$ cat src/rtl/mips_mem_arb_pkg.sv
// Shared types for the data-memory arbiter.
// - arb_state_t : arbiter FSM states (IDLE, ACCESS, DONE_R).
// - master_id_t : one-bit master identifier.
// - MASTER_CPU / MASTER_LDR : ids of the CPU data port and the test/debug loader.
// - other_master(): returns the id of the opposite master.
package mips_mem_arb_pkg;

  typedef enum logic [1:0] {
    IDLE   = 2'd0,
    ACCESS = 2'd1,
    DONE_R = 2'd2
  } arb_state_t;

  typedef logic master_id_t;

  localparam master_id_t MASTER_CPU = 1'b0;
  localparam master_id_t MASTER_LDR = 1'b1;

  function automatic master_id_t other_master(input master_id_t m);
    return ~m;
  endfunction

endpackage

$ cat src/rtl/mips_data_mem_arbiter_if.sv
// Avalon-style memory bus used for both arbiter masters and the memory side.
// Handshake: a master requests by raising read or write (write wins if both
// are high) and must hold address, writedata and strobes stable while
// waitrequest is high; the transfer completes on the rising clock edge that
// ends a cycle in which the request is high and waitrequest is low. Read data
// is valid in that completing cycle.
// Signals:
//   address[ADDR_W], write, read, writedata[DATA_W] : master -> slave
//   readdata[DATA_W], waitrequest                   : slave -> master
// Modports: master (drives request), slave (answers request).
interface mips_data_mem_arbiter_if #(
  parameter int ADDR_W = 32,
  parameter int DATA_W = 32
);
  logic [ADDR_W-1:0] address;
  logic              write;
  logic              read;
  logic [DATA_W-1:0] writedata;
  logic [DATA_W-1:0] readdata;
  logic              waitrequest;

  modport master (output address, write, read, writedata,
                  input  readdata, waitrequest);
  modport slave  (input  address, write, read, writedata,
                  output readdata, waitrequest);
endinterface

$ cat src/rtl/mips_mem_arb_grant.sv
// Combinational winner selection between the two arbiter masters.
// Ports:
//   req0, req1 : request from CPU (master 0) and loader (master 1)
//   last_grant : master granted most recently
//   grant      : winning master (meaningful only when a request is present)
// Build option: MEM_ARB_RR_EN selects round-robin on contention (the master
// other than last_grant wins); without it master 0 always has priority.
module mips_mem_arb_grant
  import mips_mem_arb_pkg::*;
(
  input  logic       req0,
  input  logic       req1,
  input  master_id_t last_grant,
  output master_id_t grant
);

  always_comb begin
    grant = MASTER_CPU;
`ifdef MEM_ARB_RR_EN
    if (req0 && req1) begin
      grant = other_master(last_grant);
    end else if (req1) begin
      grant = MASTER_LDR;
    end
`else
    if (!req0 && req1) begin
      grant = MASTER_LDR;
    end
`endif
  end

`ifndef MEM_ARB_RR_EN
  // Fixed priority ignores history; last_grant is still tracked upstream.
  logic unused_last_grant;
  assign unused_last_grant = last_grant;
`endif

endmodule

$ cat src/rtl/mips_data_mem_arbiter.sv
// Two-master arbiter sharing a single synchronous data memory (1-cycle read)
// between the CPU data port (m0) and the test/debug loader (m1).
// Ports:
//   clk, reset      : clock, synchronous active-high reset
//   clk_enable      : global enable; when low all state holds, strobes are 0
//   m0, m1          : slave side of each master's bus (waitrequest stalls)
//   mem             : master side toward the data memory
//   dbg_state, dbg_owner, dbg_last_grant : FSM observation
// Build option: MEM_ARB_RR_EN (round-robin grant, see mips_mem_arb_grant).
// Accesses are serialised: a write occupies IDLE->ACCESS, a read
// IDLE->ACCESS->DONE_R. Read data is bypassed from mem.readdata in DONE_R and
// held in a per-master register afterwards.
module mips_data_mem_arbiter
  import mips_mem_arb_pkg::*;
#(
  parameter int ADDR_W = 32,
  parameter int DATA_W = 32
) (
  input  logic       clk,
  input  logic       reset,
  input  logic       clk_enable,
  mips_data_mem_arbiter_if.slave  m0,
  mips_data_mem_arbiter_if.slave  m1,
  mips_data_mem_arbiter_if.master mem,
  output arb_state_t dbg_state,
  output master_id_t dbg_owner,
  output master_id_t dbg_last_grant
);

  arb_state_t        state_q, state_d;
  master_id_t        owner_q, owner_d;
  master_id_t        last_grant_q, last_grant_d;
  master_id_t        grant;
  logic [DATA_W-1:0] rdata0_q, rdata0_d;
  logic [DATA_W-1:0] rdata1_q, rdata1_d;

  logic              req0, req1;
  logic              own_wr, own_rd;
  logic [ADDR_W-1:0] own_addr;
  logic [DATA_W-1:0] own_wdata;
  logic              wr_done, rd_done;

  logic              mem_write_c, mem_read_c;
  logic [ADDR_W-1:0] mem_addr_c;
  logic [DATA_W-1:0] mem_wdata_c;

  assign req0 = m0.read | m0.write;
  assign req1 = m1.read | m1.write;

  // Current owner's request, selected by the registered owner id.
  assign own_wr    = (owner_q == MASTER_LDR) ? m1.write     : m0.write;
  assign own_rd    = (owner_q == MASTER_LDR) ? m1.read      : m0.read;
  assign own_addr  = (owner_q == MASTER_LDR) ? m1.address   : m0.address;
  assign own_wdata = (owner_q == MASTER_LDR) ? m1.writedata : m0.writedata;

  // Completion cycles: a write completes in ACCESS, a read in DONE_R.
  // Nothing completes while the clock enable is low.
  assign wr_done = (state_q == ACCESS) && own_wr && clk_enable;
  assign rd_done = (state_q == DONE_R) && clk_enable;

  mips_mem_arb_grant u_grant (
    .req0       (req0),
    .req1       (req1),
    .last_grant (last_grant_q),
    .grant      (grant)
  );

  always_comb begin
    state_d      = state_q;
    owner_d      = owner_q;
    last_grant_d = last_grant_q;
    rdata0_d     = rdata0_q;
    rdata1_d     = rdata1_q;
    mem_write_c  = 1'b0;
    mem_read_c   = 1'b0;
    mem_addr_c   = '0;
    mem_wdata_c  = '0;
    case (state_q)
      IDLE: begin
        if (req0 || req1) begin
          owner_d      = grant;
          last_grant_d = grant;
          state_d      = ACCESS;
        end
      end
      ACCESS: begin
        mem_addr_c  = own_addr;
        mem_wdata_c = own_wdata;
        if (own_wr) begin
          mem_write_c = 1'b1;
          state_d     = IDLE;
        end else if (own_rd) begin
          mem_read_c = 1'b1;
          state_d    = DONE_R;
        end else begin
          // Owner dropped its request: abort without touching memory.
          state_d = IDLE;
        end
      end
      DONE_R: begin
        if (owner_q == MASTER_LDR) begin
          rdata1_d = mem.readdata;
        end else begin
          rdata0_d = mem.readdata;
        end
        state_d = IDLE;
      end
      default: state_d = IDLE;
    endcase
  end

  always_ff @(posedge clk) begin
    if (reset) begin
      state_q      <= IDLE;
      owner_q      <= MASTER_CPU;
      last_grant_q <= MASTER_LDR;
      rdata0_q     <= '0;
      rdata1_q     <= '0;
    end else if (clk_enable) begin
      state_q      <= state_d;
      owner_q      <= owner_d;
      last_grant_q <= last_grant_d;
      rdata0_q     <= rdata0_d;
      rdata1_q     <= rdata1_d;
    end
  end

  // Strobes are suppressed while frozen or in reset so a dropped transaction
  // never reaches memory.
  assign mem.write     = mem_write_c & clk_enable & ~reset;
  assign mem.read      = mem_read_c & clk_enable & ~reset;
  assign mem.address   = reset ? '0 : mem_addr_c;
  assign mem.writedata = reset ? '0 : mem_wdata_c;

  assign m0.waitrequest = req0 & ~((wr_done | rd_done) & (owner_q == MASTER_CPU));
  assign m1.waitrequest = req1 & ~((wr_done | rd_done) & (owner_q == MASTER_LDR));

  assign m0.readdata = (rd_done && owner_q == MASTER_CPU) ? mem.readdata : rdata0_q;
  assign m1.readdata = (rd_done && owner_q == MASTER_LDR) ? mem.readdata : rdata1_q;

  assign dbg_state      = state_q;
  assign dbg_owner      = owner_q;
  assign dbg_last_grant = last_grant_q;

  // The data memory never stalls.
  logic unused_mem_wait;
  assign unused_mem_wait = mem.waitrequest;

endmodule

$ cat src/flat_wrapper.sv
// flat-port wrapper written by rule: the top's interface ports become plain ports
module mips_data_mem_arbiter_flat import mips_mem_arb_pkg::*;
#(
  parameter int ADDR_W = 32,
  parameter int DATA_W = 32
)
  (clk, reset, clk_enable, dbg_state, dbg_owner, dbg_last_grant, m0_address, m0_write, m0_read, m0_writedata, m0_readdata, m0_waitrequest, m1_address, m1_write, m1_read, m1_writedata, m1_readdata, m1_waitrequest, mem_address, mem_write, mem_read, mem_writedata, mem_readdata, mem_waitrequest);
  mips_data_mem_arbiter_if #(.ADDR_W(ADDR_W), .DATA_W(DATA_W)) m0_i ();
  mips_data_mem_arbiter_if #(.ADDR_W(ADDR_W), .DATA_W(DATA_W)) m1_i ();
  mips_data_mem_arbiter_if #(.ADDR_W(ADDR_W), .DATA_W(DATA_W)) mem_i ();
  input  logic clk;
  input  logic reset;
  input  logic clk_enable;
  output arb_state_t dbg_state;
  output master_id_t dbg_owner;
  output master_id_t dbg_last_grant;
  input wire logic [$bits(m0_i.address)-1:0] m0_address;
  input wire logic [$bits(m0_i.write)-1:0] m0_write;
  input wire logic [$bits(m0_i.read)-1:0] m0_read;
  input wire logic [$bits(m0_i.writedata)-1:0] m0_writedata;
  output wire logic [$bits(m0_i.readdata)-1:0] m0_readdata;
  output wire logic [$bits(m0_i.waitrequest)-1:0] m0_waitrequest;
  input wire logic [$bits(m1_i.address)-1:0] m1_address;
  input wire logic [$bits(m1_i.write)-1:0] m1_write;
  input wire logic [$bits(m1_i.read)-1:0] m1_read;
  input wire logic [$bits(m1_i.writedata)-1:0] m1_writedata;
  output wire logic [$bits(m1_i.readdata)-1:0] m1_readdata;
  output wire logic [$bits(m1_i.waitrequest)-1:0] m1_waitrequest;
  output wire logic [$bits(mem_i.address)-1:0] mem_address;
  output wire logic [$bits(mem_i.write)-1:0] mem_write;
  output wire logic [$bits(mem_i.read)-1:0] mem_read;
  output wire logic [$bits(mem_i.writedata)-1:0] mem_writedata;
  input wire logic [$bits(mem_i.readdata)-1:0] mem_readdata;
  input wire logic [$bits(mem_i.waitrequest)-1:0] mem_waitrequest;
  assign m0_i.address = m0_address;
  assign m0_i.write = m0_write;
  assign m0_i.read = m0_read;
  assign m0_i.writedata = m0_writedata;
  assign m0_readdata = m0_i.readdata;
  assign m0_waitrequest = m0_i.waitrequest;
  assign m1_i.address = m1_address;
  assign m1_i.write = m1_write;
  assign m1_i.read = m1_read;
  assign m1_i.writedata = m1_writedata;
  assign m1_readdata = m1_i.readdata;
  assign m1_waitrequest = m1_i.waitrequest;
  assign mem_address = mem_i.address;
  assign mem_write = mem_i.write;
  assign mem_read = mem_i.read;
  assign mem_writedata = mem_i.writedata;
  assign mem_i.readdata = mem_readdata;
  assign mem_i.waitrequest = mem_waitrequest;
  mips_data_mem_arbiter #(.ADDR_W(ADDR_W), .DATA_W(DATA_W)) u_core (.clk(clk), .reset(reset), .clk_enable(clk_enable), .m0(m0_i), .m1(m1_i), .mem(mem_i), .dbg_state(dbg_state), .dbg_owner(dbg_owner), .dbg_last_grant(dbg_last_grant));
endmodule
$ cat config.mk
export PLATFORM = sky130hd
export DESIGN_NAME = mips_data_mem_arbiter_flat
export DESIGN_NICKNAME = d
export VERILOG_FILES = /design/src/rtl/mips_mem_arb_pkg.sv /design/src/rtl/mips_data_mem_arbiter_if.sv /design/src/rtl/mips_mem_arb_grant.sv /design/src/rtl/mips_data_mem_arbiter.sv /design/src/flat_wrapper.sv
export SDC_FILE = /design/constraint.sdc
export NUM_CORES = 1
export LEC_CHECK = 0
export ABC_AREA = 1
export CORE_MARGIN = 5
export CORE_UTILIZATION = 27
export DETAILED_ROUTE_END_ITERATION = 12
export PLACE_DENSITY = 0.75
export SKIP_CTS_REPAIR_TIMING = 1
export SLEW_MARGIN = 20
export SYNTH_ARGS = -nofsm -noshare
export SYNTH_HDL_FRONTEND = slang
export SYNTH_SLANG_ARGS = --single-unit
$ cat constraint.sdc
create_clock -name clk -period 2 [get_ports clk]
set_input_delay 0.3 -clock clk [delete_from_list [all_inputs] [get_ports clk]]
set_output_delay 0.3 -clock clk [all_outputs]
set_load 0.02 [all_outputs]
# After elaboration in Yosys (flattened, before gate mapping)
# Index checks and enable logic that the tools add are counted.
# totals
ff_bits,68
inputBits,168
out_inout_bits,136
word_cells,56
# op_classes
eq_ne,3
mux,20
bitwise_logic,15
reduce_logical,13
# ops
cell,count
$mux W32,8
$reduce_and A3 Y1,3
$and A1 B1 Y1,8
$mux W1,8
$logic_and A1 B1 Y1,6
$mux W2,3
$not A1 Y1,4
$pmux W2 S2,1
$or A1 B1 Y1,3
$eq A2 B1 Y1 const B,1
$eq A2 B2 Y1 const B,1
$logic_not A2 Y1,1
$ne A2 B1 Y1 const B,1
$reduce_and A2 Y1,1
$logic_not A1 Y1,1
$logic_or A1 B1 Y1,1

# Depth between registers and ports, before layout
# Gate-level depths: netlist of run 1.
# logic_depth
depth_word,7
depth_mapped,8

# Hierarchy
# From an unflattened synthesis of run 1, not the netlist that was laid out.
# unflattened
hier_cells,672
area_unflattened_um2,3988.8
# modules_own_cells
mod,instances,cells_each,area_each_um2
mips_data_mem_arbiter,1,670,3978.8
mips_mem_arb_grant,1,2,10.0

# Least setup slack after synthesis of run 1
# Ideal clock, no wire load.
# synth_timing
kind,flip-flop to output port
startpoint,register u_core.owner_q (netlist: u_core.dbg_owner)
endpoint,output port mem_read
arrival_time_ns,1.353
required_time_ns,1.700
slack_ns,0.347
stages_incl_launch_ff,6
n_path_buf,1
path_cell_list,dfxtp_1 > buf_2 > nand2_1 > nand2_1 > nand3_1 > nor3_1
# synth_via
elab_chain_len,6
# synth_lines
element,line,rtl
"start, declared",mips_data_mem_arbiter.sv:31,"master_id_t owner_q, owner_d;"
"start signal, assigned",mips_data_mem_arbiter.sv:121,owner_q <= owner_d;
$mux W1,mips_data_mem_arbiter.sv:52,assign own_rd = (owner_q == MASTER_LDR) ? m1.read : m0.read;
$mux W1,mips_data_mem_arbiter.sv:92,end else if (own_rd) begin
$mux W1 (*),mips_data_mem_arbiter.sv:89,if (own_wr) begin
$mux W1 (*),mips_data_mem_arbiter.sv:78,case (state_q)
$and A1 B1 Y1 (*) (2 in series),mips_data_mem_arbiter.sv:131,assign mem.read = mem_read_c & clk_enable & ~reset;
"end, declared",flat_wrapper.sv:31,output wire logic [$bits(mem_i.read)-1:0] mem_read;
# Mark *: on every way between the ends. The rest lies on a longest branch, timed or not.

# Worst setup path after layout of run 1
# layout_timing
startpoint,register u_core.state_q[1] (netlist: u_core.dbg_state[1])
endpoint,output port mem_address[1]
# layout_via
elab_chain_len,3
# layout_lines
element,line,rtl
"start, declared",mips_data_mem_arbiter.sv:30,"arb_state_t state_q, state_d;"
"start signal, assigned",mips_data_mem_arbiter.sv:120,state_q <= state_d;
$eq A2 B1 Y1,mips_data_mem_arbiter.sv:78,
$mux W32,mips_data_mem_arbiter.sv:78,
$mux W32,mips_data_mem_arbiter.sv:132,assign mem.address = reset ? '0 : mem_addr_c;
"end, declared",flat_wrapper.sv:29,output wire logic [$bits(mem_i.address)-1:0] mem_address;
# No other way between the ends.

==> qor.csv, run 1 <==
stage;metric;value;unit
status;status;finished, final reports clean;
final_layout;Non-Filler Instances;1350;
drt;DRT Pass-1 Iters;5;
clock_network;# clock sinks;68;
timing;Rel. slew slack;0.666;
timing;clock period minus worst slack;1.93;ns
synthesis;leading cell type by number of instances after synthesis;nand2_1;
final_layout;Filler cells;1562;
placement;GP Congestion;0.852;
synthesis;Post-Syn Area;0.00428;mm2
grt;residual overflow from global routing;0;
synthesis;asr flop ratio synth;0;
clock_network;total CTS buffers;9;
drt;Vias/cell;4.31;
final_layout;post-route cell area;0.00831;mm2
clock_network;Clock Path Buffers;2;
synthesis;top cells by area, synth;dfxtp_1 (32%), nand2_1 (24%), inv_1 (15%);
drt;WL/cell;14.4;um
placement;Port Buffers;302;
final_layout;Area Growth Syn to Fin;94.4;%
die;Die ar.;0.0185;mm2
final_layout;layout cells sized above 1;0.186;
synthesis;EDFF count, synth;0;
synthesis;top cells by count, synth;nand2_1 (279), inv_1 (169), nor2_1 (71);
clock_network;clock root cell;clkbuf_16;
placement;DP Area;0.00799;mm2
drt;vias;5816;
drt;DR iter-0 viols;233;
timing;Final Cycle Share;0.967;
critical_path;Arr. time, crit path;1.63;ns
synthesis;post-synthesis sequential area ratio;0.318;
timing;setup_tns;0;ns
timing;final-report hold violation count;0;
die;DIE WIDTH;136;um
critical_path;CP required;1.70;ns
clock_network;CTS tree;yes;
grt;vias in the first global route;5428;
timing;Worst-Margin Slew;0.501;ns
die;Die H;136;um
die;CORE AREA;0.0157;mm2
critical_path;Crit. End Element;primary output;
timing;Fin Clk Skew;0.00403;ns
clock_network;htree depth;3;
synthesis;top-area cell type share of the netlist area;0.318;
synthesis;Main synth FF type;dfxtp_1;
grt;initial antenna violation count;1;
die;Core Rows;46;
hold_path;Worst Hold Class;in -> reg;
grt;global-route wire length before repair;27200;um
critical_path;CP startpoint kind;flip-flop;
critical_path;Max FO, Critical Path;8;
drt;total routed wirelength;19400;um
synthesis;Syn Nets;945;
flow_run;Max Cap Viol;0;
final_layout;# nets final;1296;
power_and_ir_drop;leakage power;5.23;nW
drt;Post-DRT Antenna Nets;0;
synthesis;Yosys cell types;14;
critical_path;CP cell instances;inv_1 > nand2_1 > inv_2 > nand2_8 > buf_12 > a21oi_1 > clkbuf_2;
placement;DPL Wire Length;14300;um
timing;fmax;517;MHz
synthesis;Synth Register Bits;68;
clock_network;clk slew on worst S/H paths;0.06;ns
placement;placed cell count;1325;
power_and_ir_drop;Final Power;4.23;mW
critical_path;Crit-path slowest cell;dfxtp_2;
grt;GRT Overall Usage;0.185;
power_and_ir_drop;Max IR drop VDD;318;uV
drt;Post-route DRC;0;
grt;pin count of the biggest net entering global routing;58;
power_and_ir_drop;Power Dens Cells;509;mW/mm2
synthesis;Avg Inst Size Synth;5.51;um2
die;Starting Density;0.272;
timing;max-slew violation count;0;
synthesis;Ys Warns;0;
final_layout;Finished Core Util;0.529;
critical_path;CP max stage delay;0.33;ns
die;IO Count;304;
timing;RSZ-0062 raised after global routing;yes;
critical_path;critical path type;reg -> out;
synthesis;Post-Syn Instances;777;
clock_network;worst skew pair latency;0.33;ns
timing;final setup violation count;0;
synthesis;post-synth top area cell;dfxtp_1;
## power breakdown
part	switching, mW	internal (mW)	total (mW)
clock network	0.594	1.12	1.72
registers	0.0120	1.39	1.40
logic	0.524	0.587	1.11
## cell usage in the layout, fill, tap and decap left out, drive strengths merged
cell / instances
diode: 1
a21oi: 68
dlymetal6s2s: 43
clkbuf: 84
clkinv: 2
clkdlybuf4s50: 167
inv: 170
nand3: 69
nor3: 1
clkinvlp: 1
o21ai: 1
dfxtp: 68
bufinv: 2
nor2: 71
buf: 107
nand2: 279
## worst max-delay path: cells and delay by family (launching register included)
family                 cells  cell delay (ns)
DFF                        1             0.33
buffers and inverters      4             0.56
AOI/OAI and AO/OA          1             0.23
and+or+nand+nor            2             0.17
## worst paths after layout
| path | startpoint | end | slack [ns] | cells past startpoint |
|---|---|---|---|---|
| hold reg to reg | u_core.dbg_last_grant | u_core.dbg_last_grant | 0.49 | 2 |
| setup / recovery | u_core.dbg_state[1] | mem_address[1] | 0.07 | 7 |
| setup reg to reg | u_core.dbg_state[0] | u_core.rdata1_q[21] | 0.63 | 9 |
| hold / removal | reset | u_core.dbg_last_grant | 0.43 | 4 |
## flip-flops by register name, indices dropped and copies added (netlist names)
register               cells
u_core.dbg_last_grant      1
u_core.rdata1_q           32
u_core.rdata0_q           32
u_core.dbg_state           2
u_core.dbg_owner           1
## cells by family after synthesis
kind of cell           Yosys count  synth area share
AND/OR/NAND/NOR                420             0.389
buffers and inverters          220             0.212
AO/OA/AOI/OAI                   69            0.0807
flip-flops                      68             0.318
## routing by layer
layer  routed length (um)  track usage  up-vias
met2                 9910        0.323      229
met5                    0            0        -
met3                 1470       0.0477       32
met4                  735       0.0941        0
li1                     -            -     2979
met1                 7310        0.208     2576
## per-stage QoR
stage	setup slack, ns	hold slack [ns]
2_1_floorplan	0.347	0.446
3_3_place_gp	-0.469	0.487
3_5_place_dp	-0.493	0.492
4_1_cts	-0.502	0.340
5_1_grt	-0.0253	0.438
6_report	0.0657	0.425
## layout make-up
type,count,area (um2),area share
inverter,171,649,0.0781
timing repair buffer,389,3620,0.436
clock inverter,4,72.6,0.00873
clock buffer,12,246,0.0296
sequential,68,1370,0.164
multi-input combinational,489,2080,0.251
antenna,1,2.50,0.000301
tap,216,270,0.0325
(Power assumes the default switching activity.)
==> run 2, diff against run 1 <==
--- a/config.mk
+++ b/config.mk
@@ -6,6 +6,7 @@
 export NUM_CORES = 1
 export LEC_CHECK = 0
 export ABC_AREA = 1
+export ABC_CLOCK_PERIOD_IN_PS = 2000
 export CORE_MARGIN = 5
 export CORE_UTILIZATION = 27
 export DETAILED_ROUTE_END_ITERATION = 12
==> results of run 2 <==
Final layout, timing and power as in run 1 (identical DEF).
==> edit, RTL diff (flow settings as in run 2) <==
The option `MEM_ARB_RR_EN` is turned on by a define.
--- a/src/rtl/mips_mem_arb_grant.sv
+++ b/src/rtl/mips_mem_arb_grant.sv
@@ -7,2 +7,4 @@
 // other than last_grant wins); without it master 0 always has priority.
+`define MEM_ARB_RR_EN
+
 module mips_mem_arb_grant
Check against the original RTL: not equivalent (a bounded check fails within 4 cycles, from zero or initial values and one cycle with reset high).
==> edit against run 2 <==
The run now ends with setup timing left; fmax fell by 8.9%; largest power group unchanged; via count is 9.1% lower; cell area decreased by 1.5%; sequential cell count did not move; routed wire length increased by 0.47%; area after synthesis decreased by 11%; worst setup slack lost 0.19 ns; total power is 7.5% lower.
==> edit: results (changes against run 2) <==
stage,metric,value,unit,change
run_status,status,"finished, violations left",,
run_status,failing checks,setup timing,,
sta,Clock Skew,0.0119,ns,+0.00785 ns
finish,Clock-cell share,3.79,%,-0.048 points
finish,Logic inverters,108,,-37%
finish,multi-input gate share of total cell area,25.8,%,+0.75 points
finish,share of cells above drive strength 1,31.3,%,+13 points
logic_synthesis,sequential cell area fraction in the yosys report,35.8,%,+4.0 points
global_route,Total GRT Usage,19.6,%,+1.0 points
sta,actual slew at the worst max-slew pin,0.726,ns,+0.225 ns
pwr,Psw,1050,uW,-7.1%
logic_synthesis,syn nets,805,,-15%
finish,clock buffer count,10,,-2
routing,Met3 Wirelength,1.87,mm,+27%
logic_synthesis,Synth cell types,15,,+1
placement,dpl hpwl,13.9,mm,-2.8%
critical_path,Setup crit start,u_core.dbg_state[0]$_SDFFE_PP0P_,,
finish,buffer share of cell area,46.0,%,+2.4 points
floorplan,total core area,0.0138,sq mm,-12%
global_route,met3 global-route usage,7.18,%,+2.4 points
critical_path,FF-to-FF path depth,11,,+2
global_route,routing usage on met2,33.1,%,+0.78 points
finish,Multi-In Gates,420,,-14%
finish,ANT cells,0,,-1
global_route,largest net degree at the start of global routing,69,,+19%
finish,Seq Cell Count,68,,unchanged
critical_path,Worst Setup EP,m0_readdata[27],,
pwr,Max VDD drop,448,uV,+41%
sta,setup tns final,-0.642,ns,-0.642 ns
critical_path,r2r endpoint,u_core.rdata0_q[25]$_SDFFE_PP0P_,,
pwr,Leak,0.00453,uW,-13%
finish,number of fillers in the final layout,1237,,-21%
critical_path,Critical Path Fanout Max,7,,-1
sta,Final WS setup,-0.124,ns,-0.190 ns
sta,Final setup viols,12,,+12
==> edit: cell families (layout without fill, tap and decap cells) <==
| kind of cell | Yosys count | after routing | share of synthesized area (%) |
|---|---|---|---|
| AOI/OAI and AO/OA | 133 | 133 | 17.5 |
| and+or+nand+nor | 287 | 287 | 29.7 |
| buffers and inverters | 149 | 518 | 17.0 |
| DFF | 68 | 68 | 35.8 |
==> edit: per-stage QoR <==
step           hold slack (ns)  instances  utilization, %  setup slack (ns)
3_3_place_gp             0.472       1145            53.5            -0.430
2_1_floorplan            0.458        637               -             0.273
4_1_cts                  0.216       1161            55.8            -0.478
6_report                 0.241       1186            59.2            -0.124
3_5_place_dp             0.481       1145            53.5            -0.461
5_1_grt                  0.253       1186            59.2            -0.199
==> edit: power by group through the flow <==
stage          logic (uW)  registers [uW]  clock network [uW]
2_1_floorplan         310            1410                   0
3_3_place_gp          881            1400                   0
3_5_place_dp          884            1400                   0
4_1_cts               890            1370                1670
5_1_grt               960            1370                1740
6_report              896            1370                1640
